`config.mk`:
```
export PLATFORM = sky130hd
export DESIGN_NAME = pll_status_rdbk
export DESIGN_NICKNAME = d
export VERILOG_FILES = /design/src/rtl/pll_status_rdbk.sv
export SDC_FILE = /design/constraint.sdc
export NUM_CORES = 1
export LEC_CHECK = 0
export CAP_MARGIN = 20
export CORE_MARGIN = 5
export CORE_UTILIZATION = 60
export CTS_CLUSTER_DIAMETER = 80
export DETAILED_ROUTE_END_ITERATION = 7
export GPL_ROUTABILITY_DRIVEN = 1
export HOLD_SLACK_MARGIN = 0.05
export PLACE_DENSITY = 0.94
export REMOVE_ABC_BUFFERS = 1
export SLEW_MARGIN = 10
export SYNTH_ARGS = -nofsm -noshare
export SYNTH_HDL_FRONTEND = slang
export SYNTH_SLANG_ARGS = --single-unit
```
`constraint.sdc`:
```
create_clock -name clk_i -period 4.6 [get_ports clk_i]
set_clock_uncertainty 0.05 [all_clocks]
set_input_delay 0.46 -clock clk_i [delete_from_list [all_inputs] [get_ports clk_i]]
set_output_delay 0.46 -clock clk_i [all_outputs]
set_load 0.02 [all_outputs]
```
`src/rtl/pll_status_rdbk.sv`:
```
// PLL lock supervisor: synchronises the raw lock, filters it through a small FSM,
// records lock time, loss count and sticky flags, and serves them over a 1-cycle read port.
module pll_status_rdbk #(
  parameter int          SYNC_STAGES = 2,
  parameter int          LOCK_FILTER = 4,
  parameter logic [15:0] TIMEOUT     = 16'd4000
) (
  input  logic        clk_i,
  input  logic        rst_i,
  input  logic        pllen_i,
  input  logic        pll_lock_i,
  input  logic        en_read,
  input  logic [1:0]  rd_addr,
  input  logic        en_write,
  input  logic [1:0]  wr_clr,
  output logic [31:0] rd_data,
  output logic        rd_valid,
  output logic        locked_o,
  output logic        lock_lost_irq
);

  typedef enum logic [1:0] {
    IDLE      = 2'd0,
    WAIT_LOCK = 2'd1,
    LOCKED    = 2'd2,
    LOST      = 2'd3
  } state_t;

  localparam logic [15:0] FILT_LAST = 16'(LOCK_FILTER - 1);
  localparam logic [31:0] ID_WORD   = 32'h504C_4C31;

  state_t                 state_r;
  state_t                 next_state_s;
  logic [SYNC_STAGES-1:0] sync_r;
  logic                   lock_s;
  logic [15:0]            filt_cnt_r;
  logic [15:0]            lt_cnt_r;
  logic [15:0]            lt_next_s;
  logic [15:0]            lock_time_r;
  logic [7:0]             loss_cnt_r;
  logic                   lost_sticky_r;
  logic                   timeout_sticky_r;
  logic                   locked_r;
  logic                   irq_r;
  logic                   rd_valid_r;
  logic [31:0]            rd_data_r;
  logic [31:0]            rd_word_s;
  logic                   enter_wait_s;
  logic                   lock_evt_s;
  logic                   loss_evt_s;
  logic                   timeout_hit_s;

  assign lock_s = sync_r[SYNC_STAGES-1];

  // Synchroniser chain for the asynchronous lock input.
  always_ff @(posedge clk_i) begin
    if (rst_i) begin
      sync_r <= '0;
    end else begin
      sync_r[0] <= pll_lock_i;
      for (int i = 1; i < SYNC_STAGES; i++) begin
        sync_r[i] <= sync_r[i-1];
      end
    end
  end

  // State register.
  always_ff @(posedge clk_i) begin
    if (rst_i) begin
      state_r <= IDLE;
    end else begin
      state_r <= next_state_s;
    end
  end

  // Next-state logic; dropping the enable overrides every other transition.
  always_comb begin
    next_state_s = state_r;
    if (!pllen_i) begin
      next_state_s = IDLE;
    end else begin
      case (state_r)
        IDLE:      next_state_s = WAIT_LOCK;
        WAIT_LOCK: begin
          if (lock_s && (filt_cnt_r == FILT_LAST)) begin
            next_state_s = LOCKED;
          end else begin
            next_state_s = WAIT_LOCK;
          end
        end
        LOCKED: begin
          if (!lock_s) begin
            next_state_s = LOST;
          end else begin
            next_state_s = LOCKED;
          end
        end
        LOST:      next_state_s = WAIT_LOCK;
        default:   next_state_s = IDLE;
      endcase
    end
  end

  assign enter_wait_s  = (next_state_s == WAIT_LOCK) && (state_r != WAIT_LOCK);
  assign lock_evt_s    = (state_r == WAIT_LOCK) && (next_state_s == LOCKED);
  assign loss_evt_s    = (state_r == LOCKED) && (next_state_s == LOST);
  assign timeout_hit_s = (state_r == WAIT_LOCK) && (lt_cnt_r == TIMEOUT);
  assign lt_next_s     = (lt_cnt_r == 16'hFFFF) ? lt_cnt_r : (lt_cnt_r + 16'd1);

  // Lock-time and filter counters, restarted on every entry into WAIT_LOCK.
  always_ff @(posedge clk_i) begin
    if (rst_i) begin
      lt_cnt_r   <= 16'd0;
      filt_cnt_r <= 16'd0;
    end else if (enter_wait_s) begin
      lt_cnt_r   <= 16'd0;
      filt_cnt_r <= 16'd0;
    end else if (state_r == WAIT_LOCK) begin
      lt_cnt_r   <= lt_next_s;
      filt_cnt_r <= lock_s ? (filt_cnt_r + 16'd1) : 16'd0;
    end else begin
      lt_cnt_r   <= lt_cnt_r;
      filt_cnt_r <= filt_cnt_r;
    end
  end

  // Status capture: lock time, loss counter, stickies (set beats clear), output flags.
  always_ff @(posedge clk_i) begin
    if (rst_i) begin
      lock_time_r      <= 16'd0;
      loss_cnt_r       <= 8'd0;
      lost_sticky_r    <= 1'b0;
      timeout_sticky_r <= 1'b0;
      locked_r         <= 1'b0;
      irq_r            <= 1'b0;
    end else begin
      if (lock_evt_s) begin
        lock_time_r <= lt_next_s;
      end
      if (loss_evt_s && (loss_cnt_r != 8'hFF)) begin
        loss_cnt_r <= loss_cnt_r + 8'd1;
      end
      if (loss_evt_s) begin
        lost_sticky_r <= 1'b1;
      end else if (en_write && wr_clr[0]) begin
        lost_sticky_r <= 1'b0;
      end
      if (timeout_hit_s) begin
        timeout_sticky_r <= 1'b1;
      end else if (en_write && wr_clr[1]) begin
        timeout_sticky_r <= 1'b0;
      end
      locked_r <= (next_state_s == LOCKED);
      irq_r    <= loss_evt_s;
    end
  end

  // Read word mux over current (pre-update) register values.
  always_comb begin
    rd_word_s = 32'd0;
    case (rd_addr)
      2'd0:    rd_word_s = {26'd0, timeout_sticky_r, lost_sticky_r, locked_r, lock_s, state_r};
      2'd1:    rd_word_s = {16'd0, lock_time_r};
      2'd2:    rd_word_s = {24'd0, loss_cnt_r};
      2'd3:    rd_word_s = ID_WORD;
      default: rd_word_s = 32'd0;
    endcase
  end

  // Registered read port; data forced to zero when not valid.
  always_ff @(posedge clk_i) begin
    if (rst_i) begin
      rd_valid_r <= 1'b0;
      rd_data_r  <= 32'd0;
    end else begin
      rd_valid_r <= en_read;
      rd_data_r  <= en_read ? rd_word_s : 32'd0;
    end
  end

  assign rd_data       = rd_data_r;
  assign rd_valid      = rd_valid_r;
  assign locked_o      = locked_r;
  assign lock_lost_irq = irq_r;

endmodule

```
After elaboration in Yosys (flattened, before gate mapping)
Cells that the tools add are included.

storage, ports and cells
  flip-flop bits (word level) = 97
  input port bits = 10
  logic and storage cells = 56

operators by class
  add/subtract/negate cells = 3
  equal/unequal tests = 14
  muxes and demuxes = 11
  bitwise gates (word level) = 1
  reductions and logical operators = 15

operators with widths
  cell                     number
  $pmux W32 S4             1
  $add A16 B1 Y16 const B  2
  $mux W16                 2
  $eq A16 B12 Y1 const B   1
  $eq A16 B16 Y1 const B   1
  $eq A16 B2 Y1 const B    1
  $eq A2 B2 Y1 const B     6
  $add A8 B1 Y8 const B    1
  $logic_and A1 B1 Y1      8
  $ne A8 B8 Y1 const B     1
  $eq A2 B1 Y1 const B     3
  $pmux W2 S3              1
  $reduce_or A2 Y1         3
  $mux W1                  5
  $logic_not A2 Y1         2
  $mux W2                  2
  $reduce_bool A2 Y1       2
  $ne A2 B1 Y1 const B     1
  $not A1 Y1               1

Longest topological paths before layout
Gate-level depths: netlist of the first run.

  word-level depth = 8
  depth in mapped cells = 8
  depth with buffers taken out = 7

Least setup slack after synthesis of the first run
No wires, ideal clock.

  path type = flip-flop to flip-flop
  start point = register state_r[1]
  end point = register filt_cnt_r[14]
  data arrival time = 1.871 ns
  data required time = 4.433 ns
  slack = 2.562 ns
  stages on the path, launching flop included = 8
  path buffers = 2
  period minus slack after synthesis = 2.038 ns
  cells stage by stage = dfxtp_1 inv_1 ha_1 buf_2 o41ai_2 a21o_1 buf_2 nor2_1

between the ends
  longest elaborated chain between the ends = 7
  elaborated cells between the ends (all ways) = 11
  those cells by class = eq/ne (5); mux (2); reduce/logical (4)

ends and longest elaborated chain
  what                                                     line  text
  start, declared                                          32    state_t state_r;
  start signal, assigned                                   72    state_r <= next_state_s;
  $eq A2 B2 Y1 / $logic_not A2 Y1 (equally long branches)  82    case (state_r)
  $reduce_or A2 Y1 (no line)                               -
  $pmux W2 S3                                              82
  $mux W2                                                  79    if (!pllen_i) begin
  $eq A2 B1 Y1                                             104   assign enter_wait_s = (next_state_s == WAIT_LOCK) && (state_r != WAIT_LOCK);
  $logic_and A1 B1 Y1                                      104
  $reduce_or A2 Y1 (no line)                               -
  end signal, assigned                                     120   filt_cnt_r <= lock_s ? (filt_cnt_r + 16'd1) : 16'd0;
  end signal, assigned                                     123   filt_cnt_r <= filt_cnt_r;
  end, declared                                            36    logic [15:0] filt_cnt_r;

Parallel ways exist; a longest one is shown, timed or not.
A chain may end at the register's enable or synchronous reset.

Final worst setup path of the first run
  start point = register state_r[1]
  end point = register lock_time_r[15]

between the ends
  longest elaborated chain between the ends = 6
  elaborated cells between the ends (all ways) = 9
  those cells by class = eq/ne (4); mux (2); reduce/logical (3)

ends and longest elaborated chain
  what                                                     line  text
  $eq A2 B2 Y1 / $logic_not A2 Y1 (equally long branches)  82
  $reduce_or A2 Y1 (no line)                               -
  $pmux W2 S3                                              82
  $mux W2                                                  79
  $eq A2 B2 Y1                                             105   assign lock_evt_s = (state_r == WAIT_LOCK) && (next_state_s == LOCKED);
  $logic_and A1 B1 Y1 *                                    105
  end signal, assigned                                     138   lock_time_r <= lt_next_s;
  end, declared                                            39    logic [15:0] lock_time_r;

Every way passes the cells marked *; elsewhere a longest branch is shown, timed or not.

==> impl_metrics.env, run 1 <==
export IMPL_fp_dieW_um=90.6
export IMPL_finalSetupViolCount=0
export IMPL_hold_viol_final=0
export IMPL_synthesis_area_um2=3900
export IMPL_rows=29
export IMPL_hold_class="register to register"
export IMPL_cts_buffers=9
export IMPL_critPathMaxStageDelay_ps=580
export IMPL_peakVddDrop_mv=0.264
export IMPL_yosys_warnings=0
export IMPL_critPathTopFamily="simple AND/OR/NAND/NOR gates"
export IMPL_rsz0062_at_grt="false"
export IMPL_h_tree_depth=3
export IMPL_layout_cells_most_common="dfxtp_1"
export IMPL_tns_ps=0
export IMPL_outcome="complete, no violations"
export IMPL_clock_sinks=82
export IMPL_arrival_ps=2610
export IMPL_antenna_found_initial=0
export IMPL_leakage_nw=1.58
export IMPL_crit_buf_inv=2
export IMPL_synth_edff_count=0
export IMPL_clock_path_buffers=2
export IMPL_dr_first_iter_drc_count=317
export IMPL_period_minus_slack_ps=2420
export IMPL_hold_buffers=0
export IMPL_clock_fmax_ghz=0.413
export IMPL_start_util_pct=61.4
export IMPL_clk_pin_slew_ps=90
export IMPL_cellPowerDensity_nw_per_um2=322
export IMPL_drive_above_1_share_pct=9.43
export IMPL_grt_pass1_vias=3195
export IMPL_worst_pin_slew_ps=625
export IMPL_root_buffer="clkbuf_8"
export IMPL_viasPerCell=6.01
export IMPL_cts_setup_buffers=0
export IMPL_synth_yosys_seq_area_share_pct=42.1
export IMPL_overflow=0
export IMPL_grt_max_degree=31
export IMPL_ys_flop_type="dfxtp_1"
export IMPL_routed_via_count=3331
export IMPL_gp_congestion=0.869
export IMPL_die_y_um=90.6
export IMPL_route_detailed_drc=0
export IMPL_timing_hold_ws_ps=404
export IMPL_slowest_stage="or3_1"
export IMPL_core_area_um2=6350
export IMPL_dp_hpwl_um=5980
export IMPL_crit_chain="inv_1 > ha_1 > buf_4 > nand2_1 > nand4b_1 > or3_1 > nor3_1 > nor3_1"
export IMPL_ant_nets=0
export IMPL_num_io_pins=45
export IMPL_syn_avg_cell_area_um2=8.57
export IMPL_grt_pass1_wl_um=15100
export IMPL_wl_um=8940
export IMPL_startpoint_type="register"
export IMPL_drv_slew=0
export IMPL_placed_area_um2=4160
export IMPL_cts_repair_resized=0
export IMPL_synth_cell_types=59
export IMPL_areaGrowthSynthToFinish_pct=12.9
export IMPL_cts_tree="built"
export IMPL_critPathRequiredTime_ps=4790
export IMPL_criticalPathCategory="register to register"
export IMPL_syn_inst=455
export IMPL_numPortBuffers=33
export IMPL_cap_viol_max_count=0
export IMPL_mostFrequentLayoutCells="dfxtp_1 (82), nor2_1 (72), nand2_1 (36)"
export IMPL_max_slew_margin_pct=58.2
export IMPL_insertion_delay_ps=360
export IMPL_async_flop_share_pct=0
export IMPL_fin_cells=554
export IMPL_layout_cell_area_non_filler_um2=4400
export IMPL_first_pass_iters=5
export IMPL_numPlacedInstances=538
export IMPL_synth_seq_cells=82
export IMPL_end_kind="register"
export IMPL_grt_usage_pct=22.0
export IMPL_final_nets=488
export IMPL_path_max_fanout=30
export IMPL_crit_top_cell="nor3_1"
export IMPL_die_area_um2=8210
export IMPL_diodes=0
export IMPL_fin_crit_sh_pct=52.6
export IMPL_routedWlPerCell_um=16.1
[path summary, 6_finish.rpt]
| path | slack [ps] | depth (start not counted) | from | endpoint |
|---|---|---|---|---|
| max | 2180 | 8 | state_r[1]$_SDFF_PP0_ | lock_time_r[15]$_SDFFE_PP0P_ |
| min reg2reg | 400 | 1 | sync_r[0]$_SDFF_PP0_ | sync_r[1]$_SDFF_PP0_ |
| min | 400 | 1 | sync_r[0]$_SDFF_PP0_ | sync_r[1]$_SDFF_PP0_ |
| max reg2reg | 2180 | 8 | state_r[1]$_SDFF_PP0_ | lock_time_r[15]$_SDFFE_PP0P_ |
[registers in the layout (all words and copies together) (netlist names)]
| name | flops |
|---|---|
| rd_data | 17 |
| filt_cnt_r | 16 |
| lock_time_r | 16 |
| lt_cnt_r | 16 |
| loss_cnt_r | 8 |
| state_r | 2 |
| sync_r | 2 |
| lock_lost_irq | 1 |
| locked_o | 1 |
| lost_sticky_r | 1 |
| rd_valid | 1 |
| timeout_sticky_r | 1 |
[logic make-up (layout without fill, tap and decap cells)]
kind of cell	count (synthesis)	in the layout	synth area share, %
buf+inv	54	66	7.38
flops	82	82	42.1
other cells	1	11	0.0961
simple gates	212	212	27.8
xor+xnor	32	32	7.18
mux	12	12	3.18
fa+ha+maj	6	6	1.92
compound gates	56	56	10.3
[synth_stat cells, types with 6 or more instances]
| cell type | number | area (um^2) |
|---|---|---|
| nor3_1 | 16 | 80.1 |
| a21oi_1 | 22 | 110 |
| clkbuf_1 | 13 | 48.8 |
| ha_1 | 6 | 75.1 |
| nand2b_1 | 7 | 43.8 |
| nand2_1 | 36 | 135 |
| nor4_1 | 6 | 37.5 |
| xor2_1 | 19 | 166 |
| nand3_1 | 23 | 115 |
| mux2i_1 | 9 | 90.1 |
| inv_1 | 13 | 48.8 |
| dfxtp_1 | 82 | 1640 |
| buf_2 | 8 | 40.0 |
| and3_1 | 11 | 68.8 |
| nor2_1 | 72 | 270 |
| buf_4 | 16 | 120 |
| xnor2_1 | 13 | 114 |
| nand4_1 | 10 | 62.6 |
[worst reg2reg max path: cells and delay by family (launching register included)]
kind,cells,cell delay (ps)
flip-flops,1,340
buffers and inverters,2,390
AND/OR/NAND/NOR,5,1390
adder cells (fa/ha/maj),1,140
[where the power goes]
group / switching [mW] / total, mW / internal, mW / leakage (nW)
clock network: 0.258 / 0.624 / 0.366 / 0.126
logic: 0.0485 / 0.0755 / 0.0270 / 0.787
registers: 0.00470 / 0.719 / 0.715 / 0.662
[cell type report]
| class | instances | area (um^2) |
|---|---|---|
| inverter | 13 | 48.8 |
| clock inverter | 3 | 68.8 |
| sequential | 82 | 1640 |
| clock buffer | 13 | 179 |
| multi-input combinational | 329 | 2010 |
| timing repair buffer | 37 | 360 |
| tap | 77 | 96.3 |
| fill | 444 | 1950 |
[layer usage]
| layer | up-vias | share of wire (%) | track usage, % |
|---|---|---|---|
| met1 | 1573 | 40 | 26.3 |
| met2 | 152 | 50 | 37.7 |
| met4 | 0 | 2.2 | 8.81 |
| li1 | 1576 | - | - |
| met5 | - | 0 | 0 |
| met3 | 30 | 7.7 | 5.33 |
[stage by stage]
step           worst slack [ps]  utilization [%]  power (mW)
5_1_grt                    1960             69.4        1.46
3_5_place_dp               2170             65.5       0.810
4_1_cts                    2200             69.4        1.42
3_3_place_gp               2250             65.5       0.807
2_1_floorplan              1580                -       0.777
6_report                   2180             69.4        1.42
Note: power is estimated with default switching activity, not from simulation.
==> run 2, diff against run 1 <==
--- a/config.mk
+++ b/config.mk
@@ -7,12 +7,12 @@
 export LEC_CHECK = 0
 export CAP_MARGIN = 20
 export CORE_MARGIN = 5
-export CORE_UTILIZATION = 60
+export CORE_UTILIZATION = 56
 export CTS_CLUSTER_DIAMETER = 80
 export DETAILED_ROUTE_END_ITERATION = 7
 export GPL_ROUTABILITY_DRIVEN = 1
 export HOLD_SLACK_MARGIN = 0.05
-export PLACE_DENSITY = 0.94
+export PLACE_DENSITY = 0.89
 export REMOVE_ABC_BUFFERS = 1
 export SLEW_MARGIN = 10
 export SYNTH_ARGS = -nofsm -noshare
==> constraint.sdc (replaced) <==
create_clock -name clk_i -period 2.5 [get_ports clk_i]
set_clock_uncertainty 0.05 [all_clocks]
set_input_delay 0.25 -clock clk_i [delete_from_list [all_inputs] [get_ports clk_i]]
set_output_delay 0.25 -clock clk_i [all_outputs]
set_load 0.02 [all_outputs]
==> run 2 against run 1 <==
Compared with the run above:
- combinational power is 87% higher
- sequential power grew 84%
- flip-flop and latch count unchanged
- via count decreased by 2.5%
- clock power is 53% higher
- critical path depth down 1
- fmax is 9.2% higher
- non-clock buffer count rose by 3
- sequential share of layout area up 0.053 points
- largest cell class unchanged
- largest power group unchanged
- highest routed layer unchanged
==> impl_metrics.env, run 2 (same netlist as run 1, synthesis figures left out) <==
export IMPL_period_minus_slack_ps=2220
export IMPL_cp_endpoint="loss_cnt_r[6]$_SDFFE_PP0P_"
export IMPL_multi_input_area_um2=2010
export IMPL_hold_buffers=0
export IMPL_outcome="complete, no violations"
export IMPL_criticalPathCategory="register to register"
export IMPL_layout_setup_ws_ps=282
export IMPL_seq_power_share_pct=54.7
export IMPL_finalSetupViolCount=0
export IMPL_power_frac_comb_pct=5.8
export IMPL_cts_tree="built"
export IMPL_critPathMaxStageDelay_ps=570
export IMPL_insertion_delay_ps=350
export IMPL_startpoint_type="register"
export IMPL_layout_cell_area_non_filler_um2=4400
export IMPL_worst_pin_slew_ps=672
export IMPL_fill_cells=556
export IMPL_fp_dieW_um=93.5
export IMPL_clock_sinks=82
export IMPL_rr_worst_depth=7
export IMPL_post_place_ws_ps=353
export IMPL_dp_hpwl_um=5910
export IMPL_grt_pass1_vias=3013
export IMPL_swShare_pct=23.4
export IMPL_root_buffer="clkbuf_8"
export IMPL_gp_congestion=0.884
export IMPL_wl_um=8560
export IMPL_final_nets=491
export IMPL_peakVddDrop_mv=0.262
export IMPL_path_max_fanout=10
export IMPL_cellPowerDensity_nw_per_um2=550
export IMPL_tns_ps=0
export IMPL_overflow=0
export IMPL_leakage_nw=1.57
export IMPL_grt_usage_pct=20.0
export IMPL_critPathRequiredTime_ps=2670
export IMPL_clock_fmax_ghz=0.451
export IMPL_route_detailed_drc=0
export IMPL_cap_viol_max_count=0
export IMPL_drv_slew=0
export IMPL_switchingPower_mw=0.567
export IMPL_areaGrowthSynthToFinish_pct=12.7
export IMPL_largest_register_ffs=17
export IMPL_layout_cells_most_common="dfxtp_1"
export IMPL_fin_cells=576
export IMPL_finish_utilization_pct=64.7
export IMPL_slowest_stage="or3b_2"
export IMPL_p_int_mw=1.85
export IMPL_crit_chain="inv_1 > ha_1 > nand2b_1 > or3b_2 > nor3_1 > mux2i_1 > nor2_1"
export IMPL_pwr_share_clk_pct=39.5
export IMPL_die_y_um=93.5
export IMPL_diodes=0
export IMPL_routedWlPerCell_um=14.9
export IMPL_cts_setup_buffers=0
export IMPL_end_kind="register"
export IMPL_drive_above_1_share_pct=9.79
export IMPL_r2r_slack_ps=280
export IMPL_total_power_mw=2.42
export IMPL_critPathLaunch="state_r[1]$_SDFF_PP0_"
export IMPL_grt_max_degree=30
export IMPL_start_util_pct=57.4
export IMPL_cts_repair_resized=0
export IMPL_clock_path_buffers=2
export IMPL_antenna_found_initial=0
export IMPL_r2r_end="loss_cnt_r[6]$_SDFFE_PP0P_"
export IMPL_die_area_um2=8740
export IMPL_h_tree_depth=3
export IMPL_timing_hold_ws_ps=392
export IMPL_seq_area_um2=1640
export IMPL_routed_via_count=3249
export IMPL_num_io_pins=45
export IMPL_first_pass_iters=5
export IMPL_core_area_um2=6790
export IMPL_max_slew_margin_pct=54.9
export IMPL_rows=30
export IMPL_numPortBuffers=33
export IMPL_viasPerCell=5.64
export IMPL_r2r_start="state_r[1]$_SDFF_PP0_"
export IMPL_cts_buffers=9
export IMPL_placed_area_um2=4200
export IMPL_mostFrequentLayoutCells="dfxtp_1 (82), nor2_1 (72), nand2_1 (36)"
export IMPL_numPlacedInstances=560
export IMPL_holdPathStages=1
export IMPL_dr_first_iter_drc_count=252
export IMPL_rsz0062_at_grt="false"
export IMPL_ant_nets=0
export IMPL_hold_class="register to register"
export IMPL_grt_pass1_wl_um=14000
export IMPL_fin_crit_sh_pct=88.7
export IMPL_hold_viol_final=0
export IMPL_arrival_ps=2390
export IMPL_clk_pin_slew_ps=80
run 2: layout make-up:
| type | instances | area share, % |
|---|---|---|
| clock buffer | 11 | 3.21 |
| clock inverter | 5 | 1.22 |
| inverter | 13 | 1.11 |
| multi-input combinational | 329 | 45.7 |
| sequential | 82 | 37.3 |
| tap | 96 | 2.73 |
| timing repair buffer | 40 | 8.71 |
run 2: worst min path at each step:
stage	to	start	slack, ps
floorplan	lock_time_r[1]$_SDFFE_PP0P_	rst_i	260
global placement	sync_r[1]$_SDFF_PP0_	sync_r[0]$_SDFF_PP0_	370
detailed placement	sync_r[1]$_SDFF_PP0_	sync_r[0]$_SDFF_PP0_	380
CTS	sync_r[0]$_SDFF_PP0_	pll_lock_i	400
global route	sync_r[0]$_SDFF_PP0_	pll_lock_i	410
finish	sync_r[1]$_SDFF_PP0_	sync_r[0]$_SDFF_PP0_	390
run 2: routing by layer:
layer | global-route usage [%] | wire (um) | vias up
li1 | - | - | 1588
met1 | 25.3 | 3690 | 1534
met4 | 10.6 | 164 | 0
met3 | 3.78 | 496 | 17
met2 | 32.0 | 4200 | 110
met5 | 0 | 0 | -
run 2: power groups by stage:
stage | logic [mW] | clock network (mW) | registers, mW
floorplan | 0.0689 | 0 | 1.36
global placement | 0.138 | 0 | 1.35
detailed placement | 0.139 | 0 | 1.35
CTS | 0.140 | 0.962 | 1.32
global route | 0.153 | 1.02 | 1.33
finish | 0.141 | 0.955 | 1.32
run 2: worst max-delay path, delay by kind of cell (launching register included):
| kind | cells | cell delay [ps] |
|---|---|---|
| adders and majority gates | 1 | 230 |
| buffers and inverters | 1 | 60 |
| DFF | 1 | 360 |
| and+or+nand+nor | 4 | 1140 |
| muxes | 1 | 260 |
